==> config.mk <==
export PLATFORM = sky130hd
export DESIGN_NAME = ahb2apb_bridge_param
export DESIGN_NICKNAME = d
export VERILOG_FILES = /design/src/rtl/ahb2apb_bridge_param.sv
export SDC_FILE = /design/constraint.sdc
export NUM_CORES = 1
export LEC_CHECK = 0
export ABC_CLOCK_PERIOD_IN_PS = 2400
export CAP_MARGIN = 10
export CORE_MARGIN = 4
export CORE_UTILIZATION = 28
export DETAILED_ROUTE_END_ITERATION = 8
export SLEW_MARGIN = 20
export SYNTH_ARGS = -nofsm -noshare
export SYNTH_HDL_FRONTEND = slang
export SYNTH_SLANG_ARGS = --single-unit
==> constraint.sdc <==
create_clock -name clk -period 2.4 [get_ports clk]
set_input_delay 0.48 -clock clk [delete_from_list [all_inputs] [get_ports clk]]
set_output_delay 0.48 -clock clk [all_outputs]
set_load 0.01 [all_outputs]
==> src/rtl/ahb2apb_bridge_param.sv <==
// ahb2apb_bridge_param: parametrised AHB-Lite to APB3 bridge.
// Single-transfer replay with APB wait states, slave error, decode error and access timeout.
module ahb2apb_bridge_param #(
    parameter int unsigned       DATA_W       = 32,
    parameter int unsigned       ADDR_W       = 32,
    parameter int unsigned       NUM_SLV      = 3,
    parameter logic [ADDR_W-1:0] BASE         = ADDR_W'(32'h8000_0000),
    parameter int unsigned       REGION_SHIFT = 26,
    parameter int unsigned       TIMEOUT      = 16
) (
    input  logic              clk,
    input  logic              rst,
    input  logic              Hwrite,
    input  logic              Hreadyin,
    input  logic [1:0]        Htrans,
    input  logic [ADDR_W-1:0] Haddr,
    input  logic [DATA_W-1:0] Hwdata,
    input  logic [DATA_W-1:0] Prdata,
    input  logic              Pready,
    input  logic              Pslverr,
    output logic [NUM_SLV-1:0] Pselx,
    output logic [ADDR_W-1:0] Paddr,
    output logic [DATA_W-1:0] Pwdata,
    output logic              Pwrite,
    output logic              Penable,
    output logic              Hreadyout,
    output logic [1:0]        Hresp,
    output logic [DATA_W-1:0] Hrdata
);

    localparam int unsigned IDX_W = (NUM_SLV > 1) ? $clog2(NUM_SLV) : 1;
    localparam int unsigned CNT_W = $clog2(TIMEOUT + 1);
    localparam logic [1:0]  RESP_OKAY = 2'b00;
    localparam logic [1:0]  RESP_ERR  = 2'b01;

    typedef enum logic [2:0] {
        IDLE, WWAIT, SETUP, ACCESS, ERR1, ERR2, DONE
    } state_t;

    state_t            state;
    logic [IDX_W-1:0]  idx_q;
    logic [CNT_W-1:0]  cnt;

    logic [ADDR_W-1:0] offset;
    logic [ADDR_W-1:0] region;
    logic              hit;
    logic [IDX_W-1:0]  dec_idx;
    logic              accept;

    // Htrans[0] only distinguishes NONSEQ from SEQ, which the bridge treats alike
    logic unused_htrans0;
    assign unused_htrans0 = Htrans[0];

    // Address decode: region index relative to BASE, hit only inside the slave window
    always_comb begin
        offset  = Haddr - BASE;
        region  = offset >> REGION_SHIFT;
        hit     = (Haddr >= BASE) && (region < ADDR_W'(NUM_SLV));
        dec_idx = IDX_W'(region);
        accept  = Htrans[1] && Hreadyin && Hreadyout;
    end

    function automatic logic [NUM_SLV-1:0] onehot(input logic [IDX_W-1:0] idx);
        return NUM_SLV'(1) << idx;
    endfunction

    // Bridge FSM with registered APB and AHB response outputs
    always_ff @(posedge clk) begin
        if (rst) begin
            state     <= IDLE;
            idx_q     <= '0;
            cnt       <= '0;
            Pselx     <= '0;
            Paddr     <= '0;
            Pwdata    <= '0;
            Pwrite    <= 1'b0;
            Penable   <= 1'b0;
            Hreadyout <= 1'b1;
            Hresp     <= RESP_OKAY;
            Hrdata    <= '0;
        end else begin
            case (state)
                IDLE, DONE, ERR2: begin
                    Hreadyout <= 1'b1;
                    Hresp     <= RESP_OKAY;
                    state     <= IDLE;
                    if (accept) begin
                        Hreadyout <= 1'b0;
                        if (!hit) begin
                            Hresp <= RESP_ERR;
                            state <= ERR1;
                        end else begin
                            idx_q  <= dec_idx;
                            Paddr  <= Haddr;
                            Pwrite <= Hwrite;
                            if (Hwrite) begin
                                state <= WWAIT;
                            end else begin
                                Pselx <= onehot(dec_idx);
                                cnt   <= '0;
                                state <= SETUP;
                            end
                        end
                    end
                end
                WWAIT: begin
                    Pwdata <= Hwdata;
                    Pselx  <= onehot(idx_q);
                    cnt    <= '0;
                    state  <= SETUP;
                end
                SETUP: begin
                    Penable <= 1'b1;
                    cnt     <= CNT_W'(1);
                    state   <= ACCESS;
                end
                ACCESS: begin
                    if (Pready) begin
                        Pselx   <= '0;
                        Penable <= 1'b0;
                        if (Pslverr) begin
                            Hresp <= RESP_ERR;
                            state <= ERR1;
                        end else begin
                            Hreadyout <= 1'b1;
                            if (!Pwrite) begin
                                Hrdata <= Prdata;
                            end
                            state <= DONE;
                        end
                    end else if (cnt == CNT_W'(TIMEOUT)) begin
                        Pselx   <= '0;
                        Penable <= 1'b0;
                        Hresp   <= RESP_ERR;
                        state   <= ERR1;
                    end else begin
                        cnt <= cnt + CNT_W'(1);
                    end
                end
                ERR1: begin
                    Hreadyout <= 1'b1;
                    Hresp     <= RESP_ERR;
                    state     <= ERR2;
                end
                default: begin
                    state <= IDLE;
                end
            endcase
        end
    end

endmodule

==> flow_summary.toml <==
[run_status]
outcome = "finished clean"

[synthesis]
number_of_enable_type_register_cells_in_the_synthesized_netlist = 0
yosysSeqAreaShare = 0.519
area_share_of_xor_xnor_cells_in_the_synthesized_design = 0.00205
synthTopCellsByArea = "sky130_fd_sc_hd__dfxtp_1 52%, sky130_fd_sc_hd__nand2_1 17%, sky130_fd_sc_hd__a21oi_1 12%"
largest_family_of_logic_cells_by_synthesized_area = "simple AND/OR/NAND/NOR gates"
synthDominantAreaCellType = "sky130_fd_sc_hd__dfxtp_1"
synth.yosys.warnings = 0
synth-async-reset-ratio = 0
synth_compound_gate_area_share = 0.157
simple_gate_fraction_of_synth_area = 0.257
post_synth_mux_area_share = 0.0143
syn_area_um2 = 4280
ys_ff_latch = 111
syn-num-nets = 640
synth-main-ff-cell = "sky130_fd_sc_hd__dfxtp_1"
postSynthAreaPerCell_um2 = 8.01
synth_adder_area_share = 0.00585
synthDistinctLibCells = 46
synthesis.instances = 534
yosys.area.top_type_share = 0.519

[final_layout]
finalNonFillerCells = 918
post_route_cells_drive_above_1_share = 0.0572
antenna_cells_inserted = 0
fin_util = 0.463
fin_nets = 835
flow.area_growth_from_synthesis_pct = 59.7

[route]
drt_wl_cell_um = 14.2
drt_first_pass_iters = 6
initialDrtViolationCount = 142
route.antenna.remaining_nets = 0
ratio_of_routed_vias_to_standard_cells = 4.65
routed_wl_um = 13100
post-route-drc-count = 0
total_vias_in_the_final_route = 4271

[pwr]
netSwitchingPower_mw = 1.06
power_switching_share = 0.259
clock_power_share = 0.350
cell_internal_pwr_mw = 3.03
leakage_nw = 2.29
comb_power_share = 0.168
power.ir.vdd_worst_mv = 0.456
p_per_area_nw_per_um2 = 600
p_seq_frac = 0.481
power_mw = 4.10

[min_path]
timing.hold.worst.start = "Hrdata[23]"
min-delay-path-class = "flop to flop"
whs_path_depth = 2
hold_endpoint = "Hrdata[23]"

[die]
die_area_um2 = 17300
die_extent_in_x_um = 132
fp.dieH_um = 132
floorplan.io_pins = 208
fp_rows = 44
placeable_core_region_um2 = 14800
initial_utilization = 0.290

[critical_path]
crit_path_max_fanout = 4
worst-setup-path-type = "flop to flop"
worst_r2r_startpoint = "cnt[0]"
reg2reg_to = "cnt[3]"
timing.reg2reg.setup_slack_ns = 0.40
cp-start-kind = "flop"
worst_ep_arrival_time_ns = 2.28
reg2reg_depth = 7
crit_path_end_kind = "flop"
worst_ep_required_time_ns = 2.68

[clock_tree]
cts-buffers-inserted = 9
cts_tree = "built"
worst_skew_pair.late_latency_ns = 0.36
cts_setup_buffers = 0
clock_tree_buffer_depth = 2
cts_sinks = 111
htree_levels = 3
number_of_hold_buffers_added_after_cts = 0
cts-resized-gates = 0
clock-root-buffer = "sky130_fd_sc_hd__clkbuf_16"
worst_setup_hold_path_clk_slew_ns = 0.07

[global_routing]
grt_first_pass_wirelength_um = 21600
globalRoute.totalOverflow = 0
initial_antenna_violation_count = 0
pin_count_of_the_biggest_net_entering_global_routing = 35
grtUsageTotal = 0.150
first_global_vias = 4253

[place]
detailedPlacementHpwl_um = 9540
routabilityCongestion = 0.824
number_of_cells_after_detailed_placement = 902
buffer_ports.inserted = 205

[sta]
shortest_period_the_worst_path_allows_ns = 2.00
maxSlewViolCount = 0
setup_viol = 0
worst_pin_slew_ns = 0.661
timing.fmax_mhz = 500
fin_setup_tns_ns = 0
final_min_period_over_clock_period = 0.833
slew-limit-headroom = 0.559
worst_clock_skew_ns = 0.00696
final_hold_viol_count = 0
rsz0062_at_grt = "false"

[run]
drv.max_cap_violation_count = 0
[worst max-delay path, cell delays in order, from the launching register on]
cell and delay, ns:
sky130_fd_sc_hd__dfxtp_1 0.39, sky130_fd_sc_hd__inv_1 0.08, sky130_fd_sc_hd__ha_1 0.20, sky130_fd_sc_hd__and4bb_2 0.26, sky130_fd_sc_hd__o31ai_1 0.35, sky130_fd_sc_hd__nand4_1 0.16
sky130_fd_sc_hd__or3_1 0.32, sky130_fd_sc_hd__a31oi_1 0.17
[cells in the final DEF (no fill, tap or decap), types with 7 or more instances in the layout]
master	instances
sky130_fd_sc_hd__nand2_1	196
sky130_fd_sc_hd__o21ai_0	7
sky130_fd_sc_hd__nor2_1	13
sky130_fd_sc_hd__nor3b_1	7
sky130_fd_sc_hd__dfxtp_1	111
sky130_fd_sc_hd__clkdlybuf4s50_1	204
sky130_fd_sc_hd__nand2b_1	8
sky130_fd_sc_hd__clkbuf_16	9
sky130_fd_sc_hd__a21oi_1	99
sky130_fd_sc_hd__buf_4	14
[power groups by stage]
stage / clock network, mW / registers, mW / logic (mW)
2_1_floorplan: 0 / 2.02 / 0.304
3_3_place_gp: 0 / 2.01 / 0.686
3_5_place_dp: 0 / 2.02 / 0.694
4_1_cts: 1.51 / 1.97 / 0.698
5_1_grt: 1.58 / 1.98 / 0.757
6_report: 1.44 / 1.97 / 0.690
[synthesized netlist by cell type, types with 2 or more instances]
cell type and instances:
sky130_fd_sc_hd__a211oi_1 2, sky130_fd_sc_hd__a21oi_1 99, sky130_fd_sc_hd__a31oi_1 4, sky130_fd_sc_hd__and2_1 2
sky130_fd_sc_hd__buf_2 8, sky130_fd_sc_hd__buf_4 2, sky130_fd_sc_hd__buf_6 2, sky130_fd_sc_hd__clkbuf_1 24
sky130_fd_sc_hd__dfxtp_1 111, sky130_fd_sc_hd__ha_1 2, sky130_fd_sc_hd__inv_1 4, sky130_fd_sc_hd__mux2i_1 5
sky130_fd_sc_hd__nand2_1 196, sky130_fd_sc_hd__nand2b_1 8, sky130_fd_sc_hd__nand3_1 2, sky130_fd_sc_hd__nand4_1 3
sky130_fd_sc_hd__nor2_1 13, sky130_fd_sc_hd__nor3_1 3, sky130_fd_sc_hd__nor3b_1 7, sky130_fd_sc_hd__o21ai_0 7
sky130_fd_sc_hd__o31ai_1 2, sky130_fd_sc_hd__or3_1 4
[final cells by class]
class | count | area, um2
multi-input combinational | 383 | 1890
clock buffer | 10 | 239
clock inverter | 6 | 45.0
inverter | 4 | 15.0
tap | 184 | 230
timing repair buffer | 220 | 2190
sequential | 111 | 2220
fill | 1429 | 7920
[flip-flops by register name (all words and copies together) (netlist names)]
name	count
Paddr	32
Hrdata	32
Hreadyout	1
Pwdata	32
Hresp	1
Pselx	3
Penable	1
state	3
Pwrite	1
cnt	5
[through the flow]
| stage | hold slack [ns] | setup slack [ns] | instance area (um2) |
|---|---|---|---|
| 2_1_floorplan | 0.453 | 0.596 | 4280 |
| 3_3_place_gp | 0.442 | 0.0512 | 6550 |
| 3_5_place_dp | 0.445 | 0.0165 | 6550 |
| 4_1_cts | 0.456 | 0.400 | 6830 |
| 5_1_grt | 0.473 | 0.175 | 6830 |
| 6_report | 0.453 | 0.401 | 6830 |
[how the worst max path moves through the flow]
| stage | endpoint | depth (start not counted) | slack, ns | from |
|---|---|---|---|---|
| final | cnt[3] | 7 | 0.40 | cnt[0] |
| after global placement | cnt[4] | 7 | 0.05 | Haddr[28] |
| after global routing | Pwdata[25] | 4 | 0.17 | state[0] |
| after CTS | cnt[4] | 7 | 0.40 | Haddr[28] |
| after detailed placement | cnt[4] | 7 | 0.02 | Haddr[28] |
| after floorplan | Paddr[10] | 6 | 0.60 | Haddr[28] |
[per-layer routing]
layer  track usage  vias up  wire [um]
li1              -     2156          -
met1         0.175     1943       5600
met2         0.242      160       5890
met3        0.0833       12       1430
met4        0.0368        0        139
met5             0        -          0
[cell families after synthesis]
kind of cell | after synthesis
simple gates | 250
compound gates | 123
flops | 111
buf+inv | 40
mux | 6
fa+ha+maj | 2
other cells | 1
xor+xnor | 1
No activity file was read; power rests on OpenSTA's default activity.
